$ cat src/rtl/alu_seq.sv
// Registered ALU with start/done handshake; multiply is an iterative
// shift-add that takes WIDTH cycles while busy is held high.
module alu_seq #(
  parameter int WIDTH = 32
) (
  input  logic             clk,
  input  logic             rst,
  input  logic             start,
  input  logic [3:0]       ALU_ctrl,
  input  logic [WIDTH-1:0] A,
  input  logic [WIDTH-1:0] B,
  output logic             busy,
  output logic             done,
  output logic [WIDTH-1:0] ALU_result,
  output logic             STL
);

  localparam int CW = $clog2(WIDTH + 1);

  typedef enum logic {IDLE, MULT} state_t;

  state_t           state;
  logic [WIDTH-1:0] mcand;
  logic [WIDTH-1:0] mplier;
  logic [WIDTH-1:0] acc;
  logic [CW-1:0]    count;
  logic [WIDTH-1:0] single_res;
  logic [WIDTH-1:0] acc_sum;

  // Single-cycle opcode results from the live operands
  always_comb begin
    single_res = '0;
    case (ALU_ctrl)
      4'b0000: single_res = ~(A | B);
      4'b0001: single_res = A + B;
      4'b0010: single_res = A;
      4'b0100: single_res = A - B;
      4'b0101: single_res = A & B;
      4'b0110: single_res = A | B;
      4'b0111: single_res = {{(WIDTH-1){1'b0}}, ($signed(A) < $signed(B))};
      default: single_res = '0;
    endcase
  end

  // Accumulator plus the current partial product
  always_comb begin
    acc_sum = acc + (mplier[0] ? mcand : '0);
  end

  // Handshake FSM, multiply datapath and registered outputs
  always_ff @(posedge clk or posedge rst) begin
    if (rst) begin
      state      <= IDLE;
      busy       <= 1'b0;
      done       <= 1'b0;
      ALU_result <= '0;
      STL        <= 1'b0;
      count      <= '0;
      mcand      <= '0;
      mplier     <= '0;
      acc        <= '0;
    end else begin
      done <= 1'b0;
      case (state)
        IDLE: begin
          if (start) begin
            STL <= (A < B);
            if (ALU_ctrl == 4'b0011) begin
              mcand  <= A;
              mplier <= B;
              acc    <= '0;
              count  <= '0;
              busy   <= 1'b1;
              state  <= MULT;
            end else begin
              ALU_result <= single_res;
              done       <= 1'b1;
            end
          end
        end
        MULT: begin
          acc    <= acc_sum;
          mcand  <= mcand << 1;
          mplier <= mplier >> 1;
          count  <= count + 1'b1;
          // Last iteration: the final partial product goes straight to the result
          if (count == CW'(WIDTH - 1)) begin
            ALU_result <= acc_sum;
            done       <= 1'b1;
            busy       <= 1'b0;
            state      <= IDLE;
          end
        end
        default: state <= IDLE;
      endcase
    end
  end

endmodule
$ cat config.mk
export PLATFORM = sky130hd
export DESIGN_NAME = alu_seq
export DESIGN_NICKNAME = d
export VERILOG_FILES = /design/src/rtl/alu_seq.sv
export SDC_FILE = /design/constraint.sdc
export NUM_CORES = 1
export LEC_CHECK = 0
export BUFFER_PORTS_ARGS = -buffer_cell sky130_fd_sc_hd__buf_2
export CAP_MARGIN = 25
export CORE_MARGIN = 1.5
export CORE_UTILIZATION = 55
export DETAILED_ROUTE_END_ITERATION = 6
export GPL_TIMING_DRIVEN = 0
export HOLD_SLACK_MARGIN = 0.08
export PLACE_DENSITY = 0.76
export SLEW_MARGIN = 20
export SYNTH_ARGS = -nofsm -noshare
export SYNTH_HDL_FRONTEND = slang
export SYNTH_SLANG_ARGS = --single-unit
$ cat constraint.sdc
create_clock -name clk -period 5.35 [get_ports clk]
set_input_delay 1.605 -clock clk [delete_from_list [all_inputs] [get_ports clk]]
set_output_delay 1.605 -clock clk [all_outputs]
set_load 0.02 [all_outputs]
==> impl_metrics.tcl, run 1 <==
set metrics [dict create \
    status "finished, violations left" \
    violations "design-rule violations" \
    hold_viol 0 \
    die_area_um2 24260 \
    ios 106 \
    cp-start-kind "input port" \
    root_buffer "clkbuf_16" \
    grt_max_degree 104 \
    crit_buf_inv 3 \
    final_nets 1953 \
    dr.first_iter.drc_count 1317 \
    r2r-start "mplier[0]" \
    place_congestion 0.9832 \
    fmax_ghz 0.1978 \
    path_cells "buf_2 -> inv_1 -> ha_1 -> clkbuf_1 -> nor3_1 -> a21oi_1 -> a211oi_1 -> o31ai_1 -> o211ai_1 -> nand3_1 -> a21boi_0 -> o31a_1 -> o31ai_1 -> a31oi_1" \
    power_mw 4.898 \
    grtUsageTotal_pct 38.55 \
    num_rows 55 \
    placed_cells 2028 \
    reg2reg_to "acc[31]" \
    holdBufCountCts 0 \
    cts_max_path_buffers 2 \
    grt_pass1_vias 12320 \
    worstHoldPathCells 2 \
    power.static_leakage_nw 7.106 \
    rsz0062_at_grt "false" \
    synth_cells 1612 \
    wirelength_um 46540 \
    reg2reg_depth 13 \
    fin_skew_ns 0.01600 \
    synth_compound_area_share_pct 27.50 \
    critPathMaxFanout 9 \
    post_drt_wl_per_cell_um 22.58 \
    die_y_um 155.8 \
    synth_top_flop_cell "dfrtp_1" \
    viasPerCell 6.298 \
    cts_tree "yes" \
    ir_drop_uv 192.5 \
    synth_nets 1831 \
    dr.pass1.iters 7 \
    place_area_um2 13770 \
    cts_resized 0 \
    max_slew.worst_pin.slew_ns 1.153 \
    required_ns 5.65 \
    synth_mux_area_share_pct 5.070 \
    crit_family "compound AO/OA/AOI/OAI gates" \
    crit_arrival_ns 5.35 \
    drcViolationCount 2 \
    pre_cts_ws_ns -0.02379 \
    setup_viol 0 \
    coreArea_um2 22780 \
    max_slew_margin_pct 22.59 \
    final_util_pct 63.18 \
    synth_edf_count 0 \
    critical_path_class "in -> reg" \
    fin_area_um2 14390 \
    yosys_warnings 0 \
    path_clk_slew_ns 0.08 \
    start_util_pct 56.34 \
    die_w_um 155.8 \
    cpPeakStageDelay_ns 0.66 \
    ff2ff_setup_slack_ns 1.26 \
    vias 12980 \
    drive_gt1_share_pct 9.216 \
    finalWorstSetupSlack_ns 0.2948 \
    cts-buffers-inserted 17 \
    yosys.area_share.simple_pct 17.66 \
    synthToLayoutAreaGrowth_pct 12.14 \
    clock-sinks 138 \
    powerDensity_nw_per_um2 340.3 \
    syn_area_um2 12830 \
    htree_levels 4 \
    min_from "mplier[10]" \
    fin_crit_sh_pct 94.49 \
    antenna_left 0 \
    grt_pass1_wl_um 70070 \
    synth_cell_types 79 \
    synth_top_family_by_area "compound AO/OA/AOI/OAI gates" \
    maxCapViolCount 0 \
    hold_path_end "mplier[9]" \
    stdcell_count 2061 \
    ys_seq_area_share_pct 26.91 \
    slew_violations 0 \
    ys_async_sr_fraction_pct 100.0 \
    crit_top_cell "o31ai_1" \
    yosys.area_share.adder_pct 14.60 \
    antenna_found_initial 3 \
    layout_min_cycle_time_ns 5.055 \
    hold_class "reg -> reg" \
    yosys_register_bits 138 \
    clk_latency_ns 0.44 \
    portBuffers 102 \
    post_cts_buffers 0 \
    end_kind "flip-flop" \
    slowest_stage "o31ai_1" \
    synth.avg_cell_area_um2 7.961 \
    dp_hpwl_um 35610 \
    grt_overflow 0 \
    synth_xor_area_share_pct 2.389 \
]
[worst max-delay path by stage]
stage | from | to | slack, ns | cells after the start
after floorplan | rst | ALU_result[0] | 0.05 | 1
after global placement | rst | mplier[19] | -1.54 | 2
after detailed placement | A[10] | ALU_result[30] | -0.02 | 14
after CTS | A[10] | ALU_result[30] | 0.43 | 14
after global routing | A[1] | ALU_result[17] | 0.14 | 13
final | A[5] | ALU_result[30] | 0.29 | 14
[where the power goes]
group | switching, mW | leakage, nW | internal, mW
clock network | 0.549 | 0.302 | 0.741
logic | 1.29 | 5.00 | 0.688
registers | 0.238 | 1.81 | 1.39
[cells by family after synthesis]
kind of cell	Yosys count
mux	65
buf+inv	198
flops	138
simple gates	494
fa+ha+maj	148
xor+xnor	35
compound gates	534
[through the flow]
stage	hold slack (ns)	TNS [ns]
after floorplan	0.4496	0
after global placement	0.4552	-209.47
after detailed placement	0.4670	-0.02379
after CTS	0.4876	0
after global routing	0.5113	0
final	0.4755	0
[placed cells by master (no fill, tap or decap), types with 17 or more instances in the layout]
cell type,instances
a221oi_1,20
nor2_1,101
and2_1,36
nand2_1,223
o21ai_0,157
nand3_1,24
buf_2,104
ha_1,145
a211oi_1,19
a31oi_1,31
clkbuf_16,17
a21oi_1,102
dfrtp_1,138
a21o_1,28
inv_1,106
clkbuf_1,80
xnor2_1,20
nor3_1,29
mux2i_1,65
[cell usage after synthesis (all sizes together), types with 12 or more instances]
cell type / instances / area [µm²]
a211oi: 23 / 192.7
a21o: 28 / 210.2
a21oi: 102 / 510.5
a221o: 16 / 160.2
a221oi: 20 / 175.2
a31oi: 32 / 215.2
and2: 36 / 225.2
clkbuf: 80 / 300.3
dfrtp: 138 / 3453
ha: 145 / 1814
inv: 107 / 401.6
mux2i: 65 / 650.6
nand2: 223 / 837.1
nand2b: 13 / 81.33
nand3: 24 / 120.1
nor2: 101 / 379.1
nor2b: 14 / 87.58
nor3: 29 / 145.1
o211ai: 15 / 112.6
o21a: 13 / 97.59
o21ai: 162 / 810.8
o21bai: 12 / 90.09
o31ai: 14 / 110.1
xnor2: 20 / 175.2
xor2: 15 / 131.4
[final cells by class]
| type | count | area [µm²] |
|---|---|---|
| Multi-Input combinational cell | 1276 | 8627 |
| Fill cell | 2036 | 8387 |
| Sequential cell | 138 | 3453 |
| Timing Repair Buffer | 103 | 538.0 |
| Clock buffer | 20 | 466.7 |
| Inverter | 107 | 409.1 |
| Tap cell | 313 | 391.6 |
| Buffer | 91 | 351.6 |
| Clock inverter | 12 | 151.4 |
| Antenna cell | 1 | 2.502 |
[state kept, by name, indices dropped and copies added (netlist names)]
| signal | cells |
|---|---|
| busy | 1 |
| mcand | 32 |
| state | 1 |
| count | 6 |
| acc | 32 |
| mplier | 32 |
| done | 1 |
| ALU_result | 32 |
| STL | 1 |
[layer usage]
metal  vias to the layer above  share of wire, %  track usage, %
met5                         -             0.049               0
met4                         4               4.2           15.74
met3                       130                10           8.778
met2                       647                45           61.59
met1                      6153                41           50.41
li1                       6046                 -               -
[worst register-to-register path, delay by kind of cell (launching register included)]
| family | cells | cell delay (ns) |
|---|---|---|
| AO/OA/AOI/OAI | 7 | 2.20 |
| adder cells (fa/ha/maj) | 1 | 0.34 |
| buffers and inverters | 1 | 0.22 |
| flip-flops | 1 | 0.49 |
| AND/OR/NAND/NOR | 4 | 0.73 |
Power figures use the tool's default switching activity.
==> inputs of run 2 (changes only) <==
RECOVER_POWER = 50   (was default)
==> impl_metrics.tcl, run 2 (same netlist as run 1, synthesis figures left out) <==
set metrics [dict create \
    status "finished, violations left" \
    violations "design-rule violations, max-capacitance violations, max-slew violations" \
    max_slew_margin_pct -58.70 \
    die_y_um 155.8 \
    crit_family "compound AO/OA/AOI/OAI gates" \
    grtUsageTotal_pct 38.55 \
    fmax_ghz 0.1994 \
    crit_top_cell "a31oi_1" \
    critPathMaxFanout 5 \
    tns_ns 0 \
    drive_gt1_share_pct 8.243 \
    cts_resized 0 \
    slowest_stage "o41ai_1" \
    crit_buf_inv 2 \
    hold_class "reg -> reg" \
    place_area_um2 13770 \
    synthToLayoutAreaGrowth_pct 11.75 \
    fin_skew_ns 0.01314 \
    power.static_leakage_nw 7.038 \
    grt_max_degree 104 \
    holdBufCountCts 0 \
    dp_hpwl_um 35610 \
    clock-sinks 138 \
    end_kind "flip-flop" \
    die_w_um 155.8 \
    layout_commonest_cell "nand2_1" \
    fin_crit_sh_pct 93.76 \
    final_nets 1953 \
    max_slew.worst_pin.slew_ns 2.380 \
    vias 13000 \
    die_area_um2 24260 \
    critical_path_class "in -> reg" \
    place_congestion 0.9832 \
    hold_viol 0 \
    cts_max_path_buffers 2 \
    cpPeakStageDelay_ns 0.84 \
    cts_tree "yes" \
    slew_violations 104 \
    drcViolationCount 4 \
    num_rows 55 \
    htree_levels 4 \
    crit_arrival_ns 5.31 \
    post_cts_buffers 0 \
    antenna_left 0 \
    coreArea_um2 22780 \
    start_util_pct 56.34 \
    grt_pass1_vias 12320 \
    antenna_found_initial 3 \
    cp-start-kind "input port" \
    clk_latency_ns 0.44 \
    required_ns 5.64 \
    dr.first_iter.drc_count 1136 \
    wirelength_um 46720 \
    layout_min_cycle_time_ns 5.016 \
    maxCapViolCount 2 \
    grt_pass1_wl_um 70070 \
    powerDensity_nw_per_um2 340.6 \
    grt_overflow 0 \
    path_clk_slew_ns 0.08 \
    ir_drop_uv 192.1 \
    multi_input_area_um2 8627 \
    final_cell_mix "223 x nand2_1, 157 x o21ai_0, 145 x ha_1" \
    post_drt_wl_per_cell_um 22.67 \
    rsz0062_at_grt "false" \
    setup_viol 0 \
    dr.pass1.iters 7 \
    fin_area_um2 14340 \
    nFillCells 2051 \
    viasPerCell 6.307 \
    cts-buffers-inserted 17 \
    ios 106 \
    ff_latch_area_um2 3453 \
    portBuffers 102 \
    root_buffer "clkbuf_16" \
    path_cells "buf_2 -> inv_1 -> ha_1 -> o21ba_2 -> or4_4 -> a31oi_4 -> a211oi_2 -> o41ai_1 -> nor2_1 -> a211oi_1 -> a31oi_1 -> o21ai_0 -> a31oi_1" \
]
==> run 2: cell types whose count changed in the layout (fill, tap and decap cells not counted), sizes merged <==
cell      before  now
buf          114   97
clkbuf       100  117
clkinvlp       1    2
inv          114  113
==> run 2: final timing paths <==
kind	start	endpoint	slack (ns)	cells after the start
max in group asynchronous	rst	mcand[28]	0.91	3
worst min-delay path	mplier[10]	mplier[9]	0.48	2
min in group asynchronous	rst	acc[5]	1.49	2
worst min register to register	mplier[10]	mplier[9]	0.48	2
worst max-delay path	A[1]	ALU_result[17]	0.33	13
worst max register to register	mplier[0]	acc[31]	1.25	13
==> run 2: worst min-delay path: cells and delay by family (launching register included) <==
family	cells	cell delay (ns)
AND/OR/NAND/NOR	1	0.05
AO/OA/AOI/OAI	1	0.06
flip-flops	1	0.34
==> run 2: power by group <==
group          internal [mW]  switching [mW]  total [mW]
clock network          0.741           0.550        1.29
registers               1.39           0.239        1.63
logic                  0.670            1.29        1.96
total                   2.81            2.08        4.89
==> run 2: area by class of cell <==
class,instances,share of cell area (%)
Multi-Input combinational cell,1276,60.16
Sequential cell,138,24.08
Timing Repair Buffer,103,3.446
Clock buffer,20,3.254
Inverter,107,2.809
Tap cell,313,2.731
Buffer,91,2.452
Clock inverter,12,1.056
Antenna cell,1,0.01745
==> run 2: through the flow <==
step	power, mW	setup slack (ns)	hold slack [ns]	utilization (%)	cells
global route	5.159	0.1417	0.5151	62.96	2061
finish	4.885	0.3338	0.4762	62.96	2061
detailed placement	3.570	-0.02379	0.4670	60.46	2028
global placement	3.518	-1.540	0.4552	60.30	2027
CTS	4.865	0.4277	0.4876	63.17	2060
floorplan	2.917	0.04884	0.4496	-	1612
==> run 2: layer usage <==
metal	wire length (µm)	global-route usage (%)	vias up
li1	-	-	6057
met1	19000	50.41	6135
met2	20920	61.59	673
met3	4897	8.778	129
met4	1878	15.74	4
met5	23	0	-
==> inputs of run 3 (changes only) <==
RECOVER_POWER = 100   (was 50)
==> impl_metrics.tcl, run 3 (same netlist as run 1, synthesis figures left out) <==
set metrics [dict create \
    intPower_mw 2.791 \
    power_mw 4.868 \
    required_ns 5.63 \
    critPathMaxFanout 5 \
    nFillCells 2061 \
    die_w_um 155.8 \
    finalWorstSetupSlack_ns 0.1790 \
    portBuffers 102 \
    cp-start-kind "input port" \
    dr.first_iter.drc_count 1232 \
    rsz0062_at_grt "false" \
    post_drt_wl_per_cell_um 22.62 \
    status "finished, violations left" \
    ff_latch_area_um2 3453 \
    end_kind "flip-flop" \
    cts_max_path_buffers 2 \
    hold_path_end "mplier[9]" \
    coreArea_um2 22780 \
    root_buffer "clkbuf_16" \
    cts_tree "yes" \
    hold_class "reg -> reg" \
    critical_path_class "in -> reg" \
    viasPerCell 6.325 \
    cts_resized 0 \
    final_nets 1953 \
    start_util_pct 56.34 \
    num_rows 55 \
    die_y_um 155.8 \
    crit_arrival_ns 5.45 \
    violations "max-capacitance violations, max-slew violations" \
    pwr-share-clk_pct 26.5 \
    powerDensity_nw_per_um2 340.2 \
    fin_crit_sh_pct 96.65 \
    seqPwrFrac_pct 33.6 \
    grt_pass1_vias 12320 \
    dr.pass1.iters 7 \
    hold_viol 0 \
    grt_overflow 0 \
    max_slew.worst_pin.slew_ns 2.374 \
    htree_levels 4 \
    ir_drop_uv 192.2 \
    holdWs_ns 0.4752 \
    grt_pass1_wl_um 70070 \
    power.static_leakage_nw 6.968 \
    max_slew_margin_pct -58.27 \
    setup_viol 0 \
    reg2reg_to "ALU_result[24]" \
    wirelength_um 46610 \
    antenna_left 0 \
    place_area_um2 13770 \
    final_cell_mix "223 x nand2_1, 160 x o21ai_0, 145 x ha_1" \
    r2r-start "mplier[0]" \
    worstHoldPathCells 2 \
    fin_skew_ns 0.01587 \
    tns_ns 0 \
    drive_gt1_share_pct 6.983 \
    maxCapViolCount 2 \
    min_from "mplier[10]" \
    ios 106 \
    layout_commonest_cell "nand2_1" \
    clk_latency_ns 0.44 \
    pre_cts_ws_ns -0.02379 \
    slew_violations 104 \
    layout_min_cycle_time_ns 5.171 \
    die_area_um2 24260 \
    p_comb_share_pct 39.9 \
    post_cts_buffers 0 \
    fmax_ghz 0.1934 \
    fin_area_um2 14310 \
    holdBufCountCts 0 \
    path_clk_slew_ns 0.07 \
    drcViolationCount 0 \
    vias 13040 \
    place_congestion 0.9832 \
    grt_max_degree 104 \
    grtUsageTotal_pct 38.55 \
    antenna_found_initial 3 \
    reg2reg_depth 14 \
    multi_input_area_um2 8622 \
    dp_hpwl_um 35610 \
    clock-sinks 138 \
    switching_share_pct 42.68 \
    ff2ff_setup_slack_ns 0.89 \
    synthToLayoutAreaGrowth_pct 11.50 \
    p_switching_mw 2.078 \
    cts-buffers-inserted 17 \
]
run 3: final cells by class:
type | instances | share of cell area, %
Tap cell | 313 | 2.737
Clock buffer | 20 | 3.261
Clock inverter | 12 | 1.058
Antenna cell | 1 | 0.01749
Multi-Input combinational cell | 1276 | 60.25
Buffer | 91 | 2.457
Inverter | 107 | 2.815
Sequential cell | 138 | 24.13
Timing Repair Buffer | 103 | 3.270
run 3: through the flow:
step / utilization [%] / cells
3_3_place_gp: 60.30 / 2027
2_1_floorplan: - / 1612
6_report: 62.82 / 2061
5_1_grt: 62.82 / 2061
3_5_place_dp: 60.46 / 2028
4_1_cts: 63.17 / 2060
run 3: worst max-delay path by stage:
stage	startpoint	end	slack, ns	cells past startpoint
floorplan	rst	ALU_result[0]	0.05	1
global placement	rst	mplier[19]	-1.54	2
detailed placement	A[10]	ALU_result[30]	-0.02	14
CTS	A[10]	ALU_result[30]	0.43	14
global route	A[1]	ALU_result[19]	0.12	13
finish	A[1]	ALU_result[19]	0.18	13
run 3: power groups by stage:
stage	sequential, mW	clock (mW)	combinational [mW]
2_1_floorplan	1.72	0	1.20
3_3_place_gp	1.63	0	1.89
3_5_place_dp	1.64	0	1.93
4_1_cts	1.63	1.29	1.94
5_1_grt	1.68	1.33	2.13
6_report	1.64	1.29	1.94
run 3: metal layers:
metal / part of all wire, % / track usage (%) / routed length (µm) / up-vias
met5: 0.049 / 0 / 23 / -
met4: 4.2 / 15.74 / 1966 / 4
li1: - / - / - / 6055
met2: 45 / 61.59 / 20820 / 679
met1: 41 / 50.41 / 19110 / 6166
met3: 10 / 8.778 / 4694 / 131
run 3: worst max-delay path, cell delays in order:
cell and delay [ns]:
buf_2 0.14, inv_1 0.12, ha_1 0.35, o21ba_2 0.22, or4_4 0.46, a31oi_4 0.23
a211oi_2 0.17, o41ai_1 0.90, a311o_1 0.30, xnor2_1 0.15, nor2_1 0.07, o21ai_0 0.56
a31oi_1 0.16
